===== src/rtl/code_game_pkg.sv =====
// Shared types, sizes and peg helpers for the 4-peg secret-code game.
package code_game_pkg;

  localparam int PEGS       = 4;
  localparam int COLOR_W    = 3;
  localparam int NUM_COLORS = 2 ** COLOR_W;
  localparam int CODE_W     = PEGS * COLOR_W;
  localparam int CNT_W      = 3;

  typedef logic [COLOR_W-1:0] peg_t;
  typedef logic [CNT_W-1:0]   cnt_t;
  typedef logic [CODE_W-1:0]  code_t;

  typedef enum logic [2:0] {
    IDLE,
    WAIT_GUESS,
    SCORE,
    RESULT,
    WON,
    LOST
  } state_t;

  function automatic peg_t peg_at(input code_t code, input int idx);
    return code[idx*COLOR_W +: COLOR_W];
  endfunction

  function automatic code_t pack_pegs(input peg_t p0, input peg_t p1,
                                      input peg_t p2, input peg_t p3);
    return {p3, p2, p1, p0};
  endfunction

  function automatic cnt_t count_color(input code_t code, input peg_t color);
    cnt_t n;
    n = '0;
    for (int i = 0; i < PEGS; i++)
      if (peg_at(code, i) == color) n = n + cnt_t'(1);
    return n;
  endfunction

  function automatic cnt_t count_exact(input code_t a, input code_t b);
    cnt_t n;
    n = '0;
    for (int i = 0; i < PEGS; i++)
      if (peg_at(a, i) == peg_at(b, i)) n = n + cnt_t'(1);
    return n;
  endfunction

endpackage


===== src/rtl/code_game_if.sv =====
// Game bus: prng pegs and guesses in, score/turn/result out.
interface code_game_if;
  import code_game_pkg::*;

  logic  new_game;
  peg_t  code0, code1, code2, code3;
  logic  guess_valid;
  code_t guess_in;
  logic  ready;
  logic  score_valid;
  cnt_t  exact;
  cnt_t  partial;
  logic [3:0] turn;
  logic  win;
  logic  lose;
  code_t secret_out;

  modport master (
    output new_game, code0, code1, code2, code3, guess_valid, guess_in,
    input  ready, score_valid, exact, partial, turn, win, lose, secret_out
  );

  modport slave (
    input  new_game, code0, code1, code2, code3, guess_valid, guess_in,
    output ready, score_valid, exact, partial, turn, win, lose, secret_out
  );
endinterface


===== src/rtl/code_game_guess_scorer.sv =====
// Holds secret and guess; scores one colour per cycle after a start pulse.
module guess_scorer
  import code_game_pkg::*;
(
  input  logic  clk,
  input  logic  rst,
  input  logic  load_secret,
  input  code_t secret_in,
  input  logic  abort,
  input  logic  start,
  input  code_t guess_in,
  output logic  done,
  output cnt_t  exact_acc,
  output cnt_t  total,
  output code_t secret
);

  code_t guess;
  peg_t  color;
  cnt_t  acc;
  logic  busy;
  cnt_t  n_secret, n_guess;

  // NOTE: every always_comb output is assigned on all paths, so no latch is inferred.
  always_comb begin
    n_secret = count_color(secret, color);
    n_guess  = count_color(guess, color);
    total    = acc + ((n_secret < n_guess) ? n_secret : n_guess);
    done     = busy && (color == peg_t'(NUM_COLORS - 1));
  end

  // NOTE: sequential state uses non-blocking assignments only.
  always_ff @(posedge clk) begin
    if (rst) begin
      secret    <= '0;
      guess     <= '0;
      color     <= '0;
      acc       <= '0;
      exact_acc <= '0;
      busy      <= 1'b0;
    end else begin
      if (load_secret) secret <= secret_in;
      if (abort) begin
        busy  <= 1'b0;
        color <= '0;
      end else if (start) begin
        guess     <= guess_in;
        exact_acc <= count_exact(secret, guess_in);
        acc       <= '0;
        color     <= '0;
        busy      <= 1'b1;
      end else if (busy) begin
        acc   <= total;
        color <= color + peg_t'(1);   // wraps 7 -> 0 on the final colour
        if (done) busy <= 1'b0;
      end
    end
  end

endmodule


===== src/rtl/code_game_ctrl.sv =====
// Game sequencer: secret capture, guess acceptance, turn counting, win/lose.
module code_game_ctrl
  import code_game_pkg::*;
#(
  parameter int MAX_TURNS = 10
) (
  input  logic        clk,
  input  logic        rst,
  code_game_if.slave  bus
);

  state_t     state, state_n;
  logic       start, done;
  cnt_t       exact_acc, total;
  code_t      secret;
  cnt_t       exact_r, partial_r;
  logic [3:0] turn_r;
  logic       win_r, lose_r;

  guess_scorer u_scorer (
    .clk         (clk),
    .rst         (rst),
    .load_secret (bus.new_game),
    .secret_in   (pack_pegs(bus.code0, bus.code1, bus.code2, bus.code3)),
    .abort       (bus.new_game),
    .start       (start),
    .guess_in    (bus.guess_in),
    .done        (done),
    .exact_acc   (exact_acc),
    .total       (total),
    .secret      (secret)
  );

  always_ff @(posedge clk) begin
    if (rst) state <= IDLE;
    else     state <= state_n;
  end

  always_comb begin
    state_n = state;
    start   = 1'b0;
    if (bus.new_game) begin
      state_n = WAIT_GUESS;
    end else begin
      case (state)
        IDLE, WON, LOST: state_n = state;
        WAIT_GUESS: if (bus.guess_valid) begin
          start   = 1'b1;
          state_n = SCORE;
        end
        SCORE:  if (done) state_n = RESULT;
        RESULT: begin
          // a last-turn exact match is a win, never a loss
          if (exact_r == cnt_t'(PEGS))          state_n = WON;
          else if (turn_r == 4'(MAX_TURNS))     state_n = LOST;
          else                                  state_n = WAIT_GUESS;
        end
        default: state_n = IDLE;
      endcase
    end
  end

  // Scores land on the edge that leaves SCORE so they coincide with score_valid.
  always_ff @(posedge clk) begin
    if (rst || bus.new_game) begin
      exact_r   <= '0;
      partial_r <= '0;
      turn_r    <= '0;
      win_r     <= 1'b0;
      lose_r    <= 1'b0;
    end else begin
      if (done) begin
        exact_r   <= exact_acc;
        partial_r <= total - exact_acc;
        turn_r    <= turn_r + 4'd1;
      end
      if (state == RESULT) begin
        win_r  <= (exact_r == cnt_t'(PEGS));
        lose_r <= (exact_r != cnt_t'(PEGS)) && (turn_r == 4'(MAX_TURNS));
      end
    end
  end

  assign bus.ready       = (state == WAIT_GUESS);
  assign bus.score_valid = (state == RESULT);
  assign bus.exact       = exact_r;
  assign bus.partial     = partial_r;
  assign bus.turn        = turn_r;
  assign bus.win         = win_r;
  assign bus.lose        = lose_r;
  assign bus.secret_out  = (win_r || lose_r) ? secret : '0;

endmodule


===== src/flat_wrapper.sv =====
// flat-port wrapper written by rule: the top's interface ports become plain ports
module code_game_ctrl_flat import code_game_pkg::*;
#(
  parameter int MAX_TURNS = 10
)
  (clk, rst, bus_new_game, bus_code0, bus_code1, bus_code2, bus_code3, bus_guess_valid, bus_guess_in, bus_ready, bus_score_valid, bus_exact, bus_partial, bus_turn, bus_win, bus_lose, bus_secret_out);
  code_game_if bus_i ();
  input  logic clk;
  input  logic rst;
  input wire logic [$bits(bus_i.new_game)-1:0] bus_new_game;
  input wire logic [$bits(bus_i.code0)-1:0] bus_code0;
  input wire logic [$bits(bus_i.code1)-1:0] bus_code1;
  input wire logic [$bits(bus_i.code2)-1:0] bus_code2;
  input wire logic [$bits(bus_i.code3)-1:0] bus_code3;
  input wire logic [$bits(bus_i.guess_valid)-1:0] bus_guess_valid;
  input wire logic [$bits(bus_i.guess_in)-1:0] bus_guess_in;
  output wire logic [$bits(bus_i.ready)-1:0] bus_ready;
  output wire logic [$bits(bus_i.score_valid)-1:0] bus_score_valid;
  output wire logic [$bits(bus_i.exact)-1:0] bus_exact;
  output wire logic [$bits(bus_i.partial)-1:0] bus_partial;
  output wire logic [$bits(bus_i.turn)-1:0] bus_turn;
  output wire logic [$bits(bus_i.win)-1:0] bus_win;
  output wire logic [$bits(bus_i.lose)-1:0] bus_lose;
  output wire logic [$bits(bus_i.secret_out)-1:0] bus_secret_out;
  assign bus_i.new_game = bus_new_game;
  assign bus_i.code0 = bus_code0;
  assign bus_i.code1 = bus_code1;
  assign bus_i.code2 = bus_code2;
  assign bus_i.code3 = bus_code3;
  assign bus_i.guess_valid = bus_guess_valid;
  assign bus_i.guess_in = bus_guess_in;
  assign bus_ready = bus_i.ready;
  assign bus_score_valid = bus_i.score_valid;
  assign bus_exact = bus_i.exact;
  assign bus_partial = bus_i.partial;
  assign bus_turn = bus_i.turn;
  assign bus_win = bus_i.win;
  assign bus_lose = bus_i.lose;
  assign bus_secret_out = bus_i.secret_out;
  code_game_ctrl #(.MAX_TURNS(MAX_TURNS)) u_core (.clk(clk), .rst(rst), .bus(bus_i));
endmodule

===== config.mk =====
export PLATFORM = sky130hd
export DESIGN_NAME = code_game_ctrl_flat
export DESIGN_NICKNAME = d
export VERILOG_FILES = /design/src/rtl/code_game_pkg.sv /design/src/rtl/code_game_if.sv /design/src/rtl/code_game_guess_scorer.sv /design/src/rtl/code_game_ctrl.sv /design/src/flat_wrapper.sv
export SDC_FILE = /design/constraint.sdc
export NUM_CORES = 1
export LEC_CHECK = 0
export ABC_AREA = 1
export CAP_MARGIN = 20
export CORE_ASPECT_RATIO = 0.5
export CORE_MARGIN = 2
export CORE_UTILIZATION = 48
export DETAILED_ROUTE_END_ITERATION = 16
export MAX_ROUTING_LAYER = met4
export PLACE_DENSITY = 0.78
export SYNTH_ARGS = -nofsm -noshare
export SYNTH_HDL_FRONTEND = slang
export SYNTH_SLANG_ARGS = --single-unit

===== constraint.sdc =====
create_clock -name clk -period 4 [get_ports clk]
set_input_delay 0.4 -clock clk [delete_from_list [all_inputs] [get_ports clk]]
set_output_delay 0.4 -clock clk [all_outputs]
set_load 0.05 [all_outputs]

==> summary.md <==
| Metric | Value |
|---|---|
| Most used cell, CP | `nand2_1` |
| Max-cap viol count | `0` |
| Core area | `6031 um^2` |
| Aggregate global-route resource usage | `0.2531` |
| Detailed Routing Iterations Pass 1 | `4` |
| Synth Cell Area | `between 2000 and 3000 um^2` |
| CTS sink cnt | `49` |
| Data arrival, critical path | `around 4.4 ns` |
| Filler Cell Count | `approximately 430` |
| Die outline area | `a little under 7000 um^2` |
| Clk_lat worst skew | `~0.30 ns` |
| Area grow syn2layout | `45.66%` |
| Static Leak | `roughly 1.8 nW` |
| Gate Count Post-Synth | `between 400 and 500` |
| Avg Synthesized Cell Area | `a little over 7 um^2` |
| Worst hold path type | `flip-flop to flip-flop` |
| Critical Path End Type | `flip-flop` |
| Worst Path Max Fanout | `5` |
| Status | `finished, violations left` |
| I/O pin total | `54` |
| Syn nets | `between 400 and 500` |
| Deepest clock path buffer count | `2` |
| Clock skew | `between 0.006 and 0.007 ns` |
| ANT cells | `0` |
| Crit-path slowest cell | `fa_2` |
| Initial antenna violation count | `0` |
| First-pass GRT wire length | `approximately 13 mm` |
| Largest net degree at the start of global routing | `27` |
| Rel. slew slack | `0.3450` |
| Register area share after synthesis | `0.3305` |
| Nets | `~540` |
| Port Buffer Count | `53` |
| Cell taking the most area after synthesis | `dfxtp_1` |
| DIE WIDTH | `about 120 um` |
| Gr ovfl total | `0` |
| CP startpoint kind | `flip-flop` |
| Max VDD drop | `~0.19 mV` |
| Share of cells above drive strength 1 | `0.2327` |
| DRC viols | `0` |
| Util after Layout | `0.7168` |
| Final hold vios | `0` |
| Clk slew on worst S/H paths | `about 0.060 ns` |
| DIE HEIGHT | `approximately 60 um` |
| Vias in the first global route | `roughly 2800` |
| Final setup margin | `-0.1829 ns` |
| Num CTS Buffers | `5` |
| Final HPWL DP | `approximately 5.7 mm` |
| Final period util | `1.046` |
| Failing checks | `negative setup slack` |
| Worst Max-Slew Pin Slew | `just under 1 ns` |
| Initial Util | `0.4921` |
| Synth async-reset ratio | `0` |
| Final setup TNS | `-0.2029 ns` |
| ANT nets after route | `0` |
| Register bit total from synthesis | `49` |
| Final min period | `4.183 ns` |
| CP required | `roughly 4.2 ns` |
| Top_reg_cell synth | `dfxtp_1` |
| Largest cells by area after synthesis | `dfxtp_1, nand2_1, xnor2_1, ha_1, inv_1` |
| Peak Freq | `around 0.24 GHz` |
| Post-CTS Hold Fix Bufs | `0` |
| EDFF count, synth | `0` |
| Row Count | `20` |
| PwrDens | `~360 nW/um^2` |
| Vias per cell | `just over 5` |
| Yosys warns | `0` |
| Drt wl/cell | `14.88 um` |
| Gpl congestion | `approximately 0.93` |
| Starting DRC count in detailed routing | `250` |
| Routed wire length | `~8.6 mm` |
| Unrepaired setup endpoints after global routing | `yes` |
| Crit-path max cell delay | `between 0.4 and 0.5 ns` |
| Number of distinct library cells after synthesis | `33` |
| Final Max Slew Viols | `0` |
| Setup violations, final | `2` |
| Vias | `about 2900` |
| CTS root buf | `clkbuf_16` |
| Worst Setup Path Type | `flip-flop to flip-flop` |
| H-tree depth | `2` |
| TritonCTS clock tree | `built` |
| Top cell type's share of synthesized area | `0.3305` |
## state kept, by name, summed over array words and instances (netlist names)
signal / count
u_core.bus.turn: 4
u_core.bus.exact: 3
u_core.u_scorer.guess: 12
u_core.bus.lose: 1
u_core.bus.win: 1
u_core.u_scorer.color: 3
u_core.u_scorer.busy: 1
u_core.u_scorer.acc: 3
u_core.bus.partial: 3
u_core.state: 3
u_core.u_scorer.exact_acc: 3
u_core.u_scorer.secret: 12
## per-layer routing
metal  track usage  wire length (um)  up-vias
met5             -                 0        -
met4       0.08950               267        0
met3       0.05828               548       24
met2        0.4420              4038       93
met1        0.2911              3748     1365
li1              -                 -     1460
## metrics by stage
| step | power [W] | hold WS, ns | instance area [um^2] | cells | worst slack [ns] |
|---|---|---|---|---|---|
| 3_5_place_dp | 0.0008912 | 0.4769 | 3715 | 560 | -0.2468 |
| 3_3_place_gp | 0.0008719 | 0.4668 | 3715 | 560 | -0.1168 |
| 6_report | 0.001548 | 0.4849 | 4323 | 578 | -0.1829 |
| 4_1_cts | 0.001481 | 0.4900 | 4187 | 576 | -0.05921 |
| 5_1_grt | 0.001617 | 0.5174 | 4323 | 578 | -0.3933 |
| 2_1_floorplan | 0.0007755 | 0.4578 | 2972 | 408 | 0.04704 |
## critical path, delay by kind of cell (launching register included)
kind,cells,cell delay (ns)
AOI/OAI and AO/OA,1,0.14
and+or+nand+nor,13,1.16
xor gates and xnor gates,1,0.15
buffers and inverters,8,0.66
DFF,1,0.39
adders and majority gates,5,1.57
## synth_stat cells, types with 2 or more instances
library cell  instances
clkbuf_1              7
a21oi_1              25
xor2_1                4
a31oi_1               2
buf_6                 3
xnor2_2               2
and3_1                2
o21ai_0              25
buf_2                 2
nor3_1                5
a211oi_1              3
inv_1                54
nand4_1               3
nor2_1               43
dfxtp_1              49
nand2_1              79
fa_1                  2
nand2_2               9
nand3_2               2
ha_1                 19
xnor2_1              32
nand3_1              24
inv_4                 2
## final timing paths
kind,startpoint,endpoint,slack (ns),depth (start not counted)
max reg2reg,u_core.u_scorer.color[0],u_core.bus.partial[2],-0.18,28
min,u_core.bus.partial[1],u_core.bus.partial[1],0.48,2
min reg2reg,u_core.bus.partial[1],u_core.bus.partial[1],0.48,2
max,u_core.u_scorer.color[0],u_core.bus.partial[2],-0.18,28
## layout by cell type, fill, tap and decap left out, types with 3 or more instances in the layout
master,count
clkdlybuf4s50_1,53
nor2_2,3
o21ai_0,24
ha_1,13
a21oi_1,24
inv_1,45
xnor2_2,13
clkbuf_16,5
nand2_4,4
nand2_1,72
xnor2_1,18
nand4_1,3
buf_6,4
nand3_2,4
xnor2_4,3
dfxtp_1,42
nand2_2,12
dfxtp_4,3
buf_4,27
a211oi_1,3
nor2_1,41
ha_4,4
nand3_1,21
xor2_1,3
inv_2,10
nor3_1,5
dfxtp_2,4
## power by group
group          leakage, nW  internal [W]  switching [W]
combinational         1.34      0.000219       0.000264
sequential           0.403      0.000501      0.0000188
clock               0.0938      0.000357       0.000188
total                 1.83       0.00108       0.000471
## logic make-up after synthesis
family | synth area share
adder cells (fa/ha/maj) | 0.09359
AO/OA/AOI/OAI | 0.1159
flip-flops | 0.3305
AND/OR/NAND/NOR | 0.2454
XOR/XNOR | 0.1172
buffers and inverters | 0.09738
## what timing repair did
| action | in CTS | in global routing |
|---|---|---|
| cloned | 0 | 0 |
| setup endpoints to repair | 2 | 3 |
| resized for setup | 49 | 26 |
| setup buffers | 8 | 2 |
| pin swaps | 30 | 27 |
## cell type report
cell class | instances | area [um^2] | area share
clock buffer | 5 | 125.1 | 0.02894
clock inverter | 3 | 65.06 | 0.01505
timing repair buffer | 86 | 813.3 | 0.1881
sequential | 49 | 997.2 | 0.2307
tap | 88 | 110.1 | 0.02547
multi-input combinational | 290 | 1991 | 0.4605
inverter | 57 | 221.5 | 0.05123
Note: power is estimated with default switching activity, not from simulation.
